`src/rtl/key_event_scanner.sv`:
```
// key_event_scanner: syncs and debounces KEYBOARD, publishes lowest pressed key and queues press/release events.
// Define KEY_ACTIVE_LOW_EN for an active-low KEYBOARD; all outputs stay 1 = pressed.
module key_event_scanner #(
  parameter int NKEYS           = 13,
  parameter int DEBOUNCE_CYCLES = 500000,
  parameter int FIFO_DEPTH      = 8
) (
  input  logic             clk,
  input  logic             reset_n,
  input  logic [NKEYS-1:0] KEYBOARD,
  output logic [NKEYS-1:0] keys_stable,
  output logic             any_key,
  output logic [3:0]       active_key,
  output logic             ev_valid,
  input  logic             ev_ready,
  output logic [4:0]       ev_data,
  output logic             overflow
);
  localparam int CW = $clog2(DEBOUNCE_CYCLES);
  localparam int AW = $clog2(FIFO_DEPTH);
  localparam logic [CW-1:0] CMAX = CW'(DEBOUNCE_CYCLES - 1);
  localparam logic [AW:0] FULL = (AW+1)'(FIFO_DEPTH);
`ifdef KEY_ACTIVE_LOW_EN
  localparam logic [NKEYS-1:0] IDLE = '1;
`else
  localparam logic [NKEYS-1:0] IDLE = '0;
`endif
  logic [NKEYS-1:0] s1_q, s2_q, synced, stable_q, stable_d, flip, press_set, rel_set;
  logic [NKEYS-1:0] press_pend_q, press_pend_d, rel_pend_q, rel_pend_d, pend, sel_oh, clr_p, clr_r;
  logic [CW-1:0] cnt_q [NKEYS];
  logic [CW-1:0] cnt_d [NKEYS];
  logic any_q, any_d, ovf_q, ovf_d, sel_press, push, pop;
  logic [3:0] act_q, act_d, sel_idx;
  logic [4:0] mem_q [FIFO_DEPTH];
  logic [AW-1:0] wr_q, wr_d, rd_q, rd_d;
  logic [AW:0] count_q, count_d;
  // Sync flops hold raw levels so their reset value is the raw idle level.
  assign synced = s2_q ^ IDLE;
  always_comb begin
    flip = '0;
    for (int i = 0; i < NKEYS; i++) begin
      flip[i] = (synced[i] != stable_q[i]) && (cnt_q[i] == CMAX);
      cnt_d[i] = (synced[i] == stable_q[i] || flip[i]) ? '0 : cnt_q[i] + 1'b1;
    end
    stable_d = stable_q ^ flip;
    press_set = flip & ~stable_q;
    rel_set = flip & stable_q;
    any_d = |stable_q;
    pend = press_pend_q | rel_pend_q;
    act_d = '0;
    sel_idx = '0;
    sel_press = 1'b0;
    sel_oh = '0;
    for (int i = NKEYS-1; i >= 0; i--) begin
      if (stable_q[i]) act_d = 4'(i);
      if (pend[i]) begin
        sel_idx = 4'(i);
        sel_press = press_pend_q[i];
        sel_oh = NKEYS'(1) << i;
      end
    end
    pop = ev_valid && ev_ready;
    push = (|pend) && (count_q != FULL || pop);
    clr_p = (push && sel_press) ? sel_oh : '0;
    clr_r = (push && !sel_press) ? sel_oh : '0;
    press_pend_d = (press_pend_q & ~clr_p) | press_set;
    rel_pend_d = (rel_pend_q & ~clr_r) | rel_set;
    ovf_d = ovf_q | (|(press_set & press_pend_q & ~clr_p)) | (|(rel_set & rel_pend_q & ~clr_r));
    wr_d = push ? wr_q + 1'b1 : wr_q;
    rd_d = pop ? rd_q + 1'b1 : rd_q;
    count_d = count_q + (AW+1)'(push) - (AW+1)'(pop);
  end
  always_ff @(posedge clk) begin
    if (reset_n) begin
      s1_q <= IDLE;
      s2_q <= IDLE;
      stable_q <= '0;
      cnt_q <= '{default: '0};
      press_pend_q <= '0;
      rel_pend_q <= '0;
      any_q <= 1'b0;
      act_q <= '0;
      ovf_q <= 1'b0;
      wr_q <= '0;
      rd_q <= '0;
      count_q <= '0;
    end else begin
      s1_q <= KEYBOARD;
      s2_q <= s1_q;
      stable_q <= stable_d;
      cnt_q <= cnt_d;
      press_pend_q <= press_pend_d;
      rel_pend_q <= rel_pend_d;
      any_q <= any_d;
      act_q <= act_d;
      ovf_q <= ovf_d;
      wr_q <= wr_d;
      rd_q <= rd_d;
      count_q <= count_d;
    end
  end
  always_ff @(posedge clk) begin
    if (push) mem_q[wr_q] <= {sel_press, sel_idx};
  end
  assign keys_stable = stable_q;
  assign any_key = any_q;
  assign active_key = act_q;
  assign ev_valid = count_q != '0;
  assign ev_data = ev_valid ? mem_q[rd_q] : '0;
  assign overflow = ovf_q;
endmodule

```
`config.mk`:
```
export PLATFORM = sky130hd
export DESIGN_NAME = key_event_scanner
export DESIGN_NICKNAME = d
export VERILOG_FILES = /design/src/rtl/key_event_scanner.sv
export SDC_FILE = /design/constraint.sdc
export NUM_CORES = 1
export LEC_CHECK = 0
export CAP_MARGIN = 20
export CORE_AREA = 4 4 213 257
export DETAILED_ROUTE_END_ITERATION = 8
export DIE_AREA = 0 0 217 261
export PLACE_DENSITY = 0.54
export SLEW_MARGIN = 20
export SYNTH_ARGS = -nofsm -noshare
export SYNTH_HDL_FRONTEND = slang
export SYNTH_SLANG_ARGS = --single-unit
```
`constraint.sdc`:
```
create_clock -name clk -period 6.4 [get_ports clk]
set_clock_uncertainty 0.15 [all_clocks]
set_input_delay 0.64 -clock clk [delete_from_list [all_inputs] [get_ports clk]]
set_output_delay 0.64 -clock clk [all_outputs]
set_load 0.005 [all_outputs]
```
* Word-level counts from Yosys, hierarchy flattened
Memory sizes are Yosys's and may differ from the RTL's. A register that Yosys moved wholly into a read port is not among the register bits.
Index checks and enable logic that the tools add are counted.
** Cells by class
- Reduce and logical (&&, ||, !) cells :: 54
- Bitwise operators :: 17
- Equality and inequality tests :: 40
- Mux-type cells :: 58
- Add/sub/neg operators :: 17
** Operator list (count)
- adder 19 x 1 -> 19 bit (second input constant) :: 13
- equality test 19 bit (second input constant) :: 13
- two-way mux 13 bit :: 15
- bitwise AND 13 bit :: 8
- two-way mux 4 bit :: 18
- OR reduction 13 bit :: 4
- inverter 13 bit :: 3
- OR 13 bit :: 3
- OR reduction 2 bit :: 14
- two-way mux 3 bit :: 6
- logical AND 1 bit :: 17
- two-way mux 1 bit :: 16
- logical OR 1 bit :: 14
- equality test 1 bit :: 13
- != test 1 bit :: 13
- XOR 13 bit :: 1
- OR reduction 9 bit :: 1
- adder 3 x 1 -> 3 bit (second input constant) :: 2
- two-way mux 5 bit :: 1
- OR reduction 5 bit :: 1
- adder 4 x 1 -> 4 bit :: 1
- two-way mux 2 bit :: 2
- != test 4 bit (second input constant) :: 1
- nonzero test 4 bit :: 1
- other kinds (4) :: 5
** Word-level totals
- RAM bits :: 40
- Memories kept :: 1
- Register bits :: 328
- Word-level logic and storage cells :: 214
- Input port bits :: 16
- Output and inout bits :: 25
** Memory list
- mem_q :: depth 8, bits a word 5, read ports 1, clocked after Yosys merged registers in 1, wr ports 1, RTL line 34 : logic [4:0] mem_q [FIFO_DEPTH];

* Longest topological paths before layout
- Depth in word-level cells :: 21
- Depth in mapped cells :: 14
- Mapped depth without buffers :: 13

* Worst setup path before layout
Ideal clock, no wire load.
- Kind :: reg2reg
- Start point :: register press_pend_q[0]
- End point :: register count_q[1]
- Setup time :: 0.067 ns
- Clock period less this slack :: 2.718 ns
- Buffers on the path :: 2
- Stages on the path, launching flop included :: 11
- Path slack :: 3.682 ns
- Data required time :: 6.183 ns
- Arrival time :: 2.502 ns
- Path through :: dfxtp_1 buf_6 nor4_4 nand4_2 o41ai_4 inv_4 buf_6 ha_1 inv_1 fa_1 nor2_1
** Between the ends
- Cells in the longest elaborated chain, start to end :: 5
** RTL lines
- start, declared :: RTL line 29 : logic [NKEYS-1:0] press_pend_q, press_pend_d, rel_pend_q, rel_pend_d, pend, sel_oh, clr_p, clr_r;
- start signal, assigned :: RTL line 92 : press_pend_q <= press_pend_d;
- OR 13 bit :: RTL line 49 : pend = press_pend_q | rel_pend_q;
- OR reduction 13 bit :: RTL line 63 : push = (|pend) && (count_q != FULL || pop);
- logical AND 1 bit :: RTL line 63
- via push :: RTL line 32 : logic any_q, any_d, ovf_q, ovf_d, sel_press, push, pop;
- adder 4 x 1 -> 4 bit :: RTL line 71 : count_d = count_q + (AW+1)'(push) - (AW+1)'(pop);
- subtractor 4 x 1 -> 4 bit :: RTL line 71
- end signal, assigned :: RTL line 99 : count_q <= count_d;
- end, declared :: RTL line 36 : logic [AW:0] count_q, count_d;
The timed path passes the listed nets, and every way through them passes these cells.
A chain may end at the register's enable or synchronous reset.

==> metrics.md <==
| Metric | Value |
|---|---|
| Clock transition at path regs | 60 ps |
| Crit-path slowest cell | dfxtp_1 |
| Post-CTS resize count | 0 |
| Clock Sinks | 371 |
| Total die area | 56600 µm² |
| R2R Setup Slk | 3230 ps |
| Buf+Inv Stages, Crit Path | 1 |
| Root Buffer | clkbuf_16 |
| Crit end category | primary output |
| 1st-iter DRT viols | 647 |
| Pleak | 0.00589 µW |
| Vias in the first global route | 11600 |
| Via-to-Cell Ratio | 4.74 |
| CTS Hold Bufs | 0 |
| Crit path kind | flop to primary output |
| H-tree levels | 2 |
| Vert. Die Dim | 261 µm |
| Post-synth top area share | 41.3% |
| Post-synth EDFFs | 40 |
| Seq cells post-synth | 371 |
| Internal power | 3880 µW |
| Pin count of the biggest net entering global routing | 63 |
| Combinational share of power | 6.2% |
| DP Area | 17200 µm² |
| Ys async rst share | 0% |
| Worst-path maximum fanout | 10 |
| Ys Warns | 0 |
| Final setup fails | 0 |
| Syn Nets | 1801 |
| Rows | 92 |
| Vias after detailed routing | 12000 |
| WL per Instance | 13.4 µm |
| Layout Nets | 1845 |
| Pwr Density | 269 nW/µm² |
| Area Overhead vs Synth | 15.2% |
| Crit path required time | 5610 ps |
| Worst Tran Pin Value | 932 ps |
| # diodes | 0 |
| Clock power frac | 45.3% |
| Fin crit share | 52.5% |
| Buffers added on ports | 40 |
| Max-slew violations | 0 |
| Sw power | 1100 µW |
| Gpl congestion | 0.852 |
| Leading area contributor after synthesis | dfxtp_1 |
| Layout cells sized above 1 | 5.62% |
| Antenna violations before repair | 0 |
| Post-route DRC | 0 |
| Peak Freq | 297 MHz |
| Util after Layout | 35.3% |
| Core area | 52300 µm² |
| Mapped Cells | 1763 |
| Post-CTS Setup Bufs | 0 |
| Clock Latency Late Sink | 530 ps |
| Io pins | 41 |
| Dpl hpwl | 24.3 mm |
| Fillers | 5387 |
| Final hold vios | 0 |
| Sequential power share | 48.6% |
| Setup_tns | 0 ps |
| Ys flop type | dfxtp_1 |
| Initial Util | 30.7% |
| Pre-Repair DR Iteration Count | 5 |
| Number of max-cap violations | 0 |
| Post-synthesis cell type count | 70 |
| TritonCTS Buffers | 38 |
| Routed Antenna Nets | 0 |
| Global-route wire length before repair | 57.1 mm |
| Sw Ratio | 22.0% |
| Peak supply drop | 0.000186 V |
| Bufs on Longest Clock Path | 3 |
| RSZ-0062 raised after global routing | no |
| Critical path arrival | 2570 ps |
| Worst setup SP type | flop |
| Total track usage | 11.9% |
| Critical path's top delay family | multiplexers |
| Wirelength, routed | 34.0 mm |
| Fin area | 18500 µm² |
| Status | finished clean |
| Hold WS | 295 ps |
| Die X | 217 µm |
| Syn Area/Cell | 9.10 µm² |
| Relative slew slack | 37.0% |
| Critical-path cell list | mux4_2 > mux2i_1 > nor2_1 > clkdlybuf4s50_1 |
| Sequential element share of the synthesized area | 48.8% |
| Netlist Area Pre-Place | 16000 µm² |
| CTS tree | done |
| Grt ovf | 0 |
| Final min period | 3360 ps |
| Largest cells by area after synthesis | dfxtp_1 41%, nor2_1 8.2%, edfxtp_1 7.5% |
| Max incr delay on CP | 750 ps |
| Worst min path class | flop to flop |
-- power by group through the flow --
stage / clock network, µW / logic [µW] / registers, µW
6_report: 2250 / 308 / 2420
2_1_floorplan: 0 / 223 / 2440
5_1_grt: 2440 / 343 / 2420
3_5_place_dp: 0 / 313 / 2470
4_1_cts: 2340 / 314 / 2420
3_3_place_gp: 0 / 306 / 2470
-- metrics by stage --
| step | worst slack, ps | total power [µW] | instances |
|---|---|---|---|
| after floorplan | 3680 | 2660 | 1763 |
| after global placement | 3240 | 2770 | 2472 |
| after detailed placement | 3270 | 2780 | 2472 |
| after CTS | 2950 | 5080 | 2539 |
| after global routing | 2850 | 5200 | 2539 |
| final | 3040 | 4980 | 2539 |
-- layout make-up --
class                   instances  area [µm²]  area share (%)
clock buffers                  50        1110            6.01
clock inverters                17         168           0.908
inverters                      52         198            1.07
multi-input cells            1298        7850            42.5
flip-flops and latches        371        7830            42.4
well taps                     705         882            4.78
repair buffers                 46         443            2.40
-- cell usage in the layout, fill, tap and decap left out, types with 5 or more instances in the layout --
cell,synthesis,final
nor2_1,351,351
dfxtp_1,331,331
xor2_1,129,129
nand3_1,121,121
nand2_1,120,120
xnor2_1,83,83
a21oi_1,56,56
inv_1,50,50
and3_1,44,44
nor2b_1,42,42
clkbuf_16,0,41
edfxtp_1,40,40
clkdlybuf4s50_1,0,39
o21ai_0,38,38
nand4_1,37,37
or3_1,36,36
nor3_1,25,25
nor4_1,24,23
ha_1,21,21
mux2i_1,18,18
nor4b_1,13,12
o211ai_1,11,11
nand2b_1,10,10
mux4_2,10,10
nand3b_1,7,7
buf_4,0,7
nor3b_1,6,6
or4b_2,6,6
o21a_1,6,6
or2_2,6,6
clkinv_2,0,6
o31ai_1,5,5
a22oi_1,5,5
and4_1,5,5
clkbuf_8,0,5
-- logic make-up after synthesis --
| group | synth area share, % |
|---|---|
| compound gates | 6.16 |
| xor+xnor | 11.6 |
| fa+ha+maj | 1.76 |
| buf+inv | 2.36 |
| flops | 48.8 |
| mux | 2.53 |
| simple gates | 26.8 |
-- flip-flops by register name, summed over array words and instances (netlist names), named ones only --
signal        flops
active_key        4
cnt_q           247
count_q           4
s1_q             13
rel_pend_q       13
any_key           1
rd_q              3
mem_q            40
overflow          1
press_pend_q     13
wr_q              3
s2_q             13
-- per-layer routing --
layer	wire, µm	track usage (%)
met1	15900	15.3
met2	16200	20.8
met4	698	3.27
met3	1230	1.91
met5	0	0
-- final timing paths --
check | end | cells past startpoint | startpoint
min reg2reg | s2_q[10]$_SDFF_PP0_ | 1 | s1_q[10]$_SDFF_PP0_
max | ev_data[0] | 4 | flop
min | s2_q[10]$_SDFF_PP0_ | 1 | s1_q[10]$_SDFF_PP0_
max reg2reg | count_q[3]$_SDFF_PP0_ | 9 | press_pend_q[0]$_SDFF_PP0_
-- synth_stat cells, types with 11 or more instances --
| library cell | n |
|---|---|
| xnor2_1 | 83 |
| and3_1 | 44 |
| dfxtp_1 | 331 |
| nand2_1 | 120 |
| mux2i_1 | 18 |
| clkbuf_1 | 32 |
| nand4_1 | 37 |
| nand3_1 | 121 |
| edfxtp_1 | 40 |
| nor3_1 | 25 |
| o21ai_0 | 38 |
| nor4_1 | 24 |
| inv_1 | 50 |
| a21oi_1 | 56 |
| nor2_1 | 351 |
| nor4b_1 | 13 |
| o211ai_1 | 11 |
| ha_1 | 21 |
| xor2_1 | 129 |
| or3_1 | 36 |
| nor2b_1 | 42 |
-- worst register-to-register path, stage by stage, from the launching register on --
cell	delay, ps
dfxtp_1	410
nor4_4	530
nand4_2	290
o41ai_4	670
inv_4	200
ha_1	280
a21o_1	160
a21oi_1	170
xnor2_1	130
nor2_1	50
(Power assumes the default switching activity.)
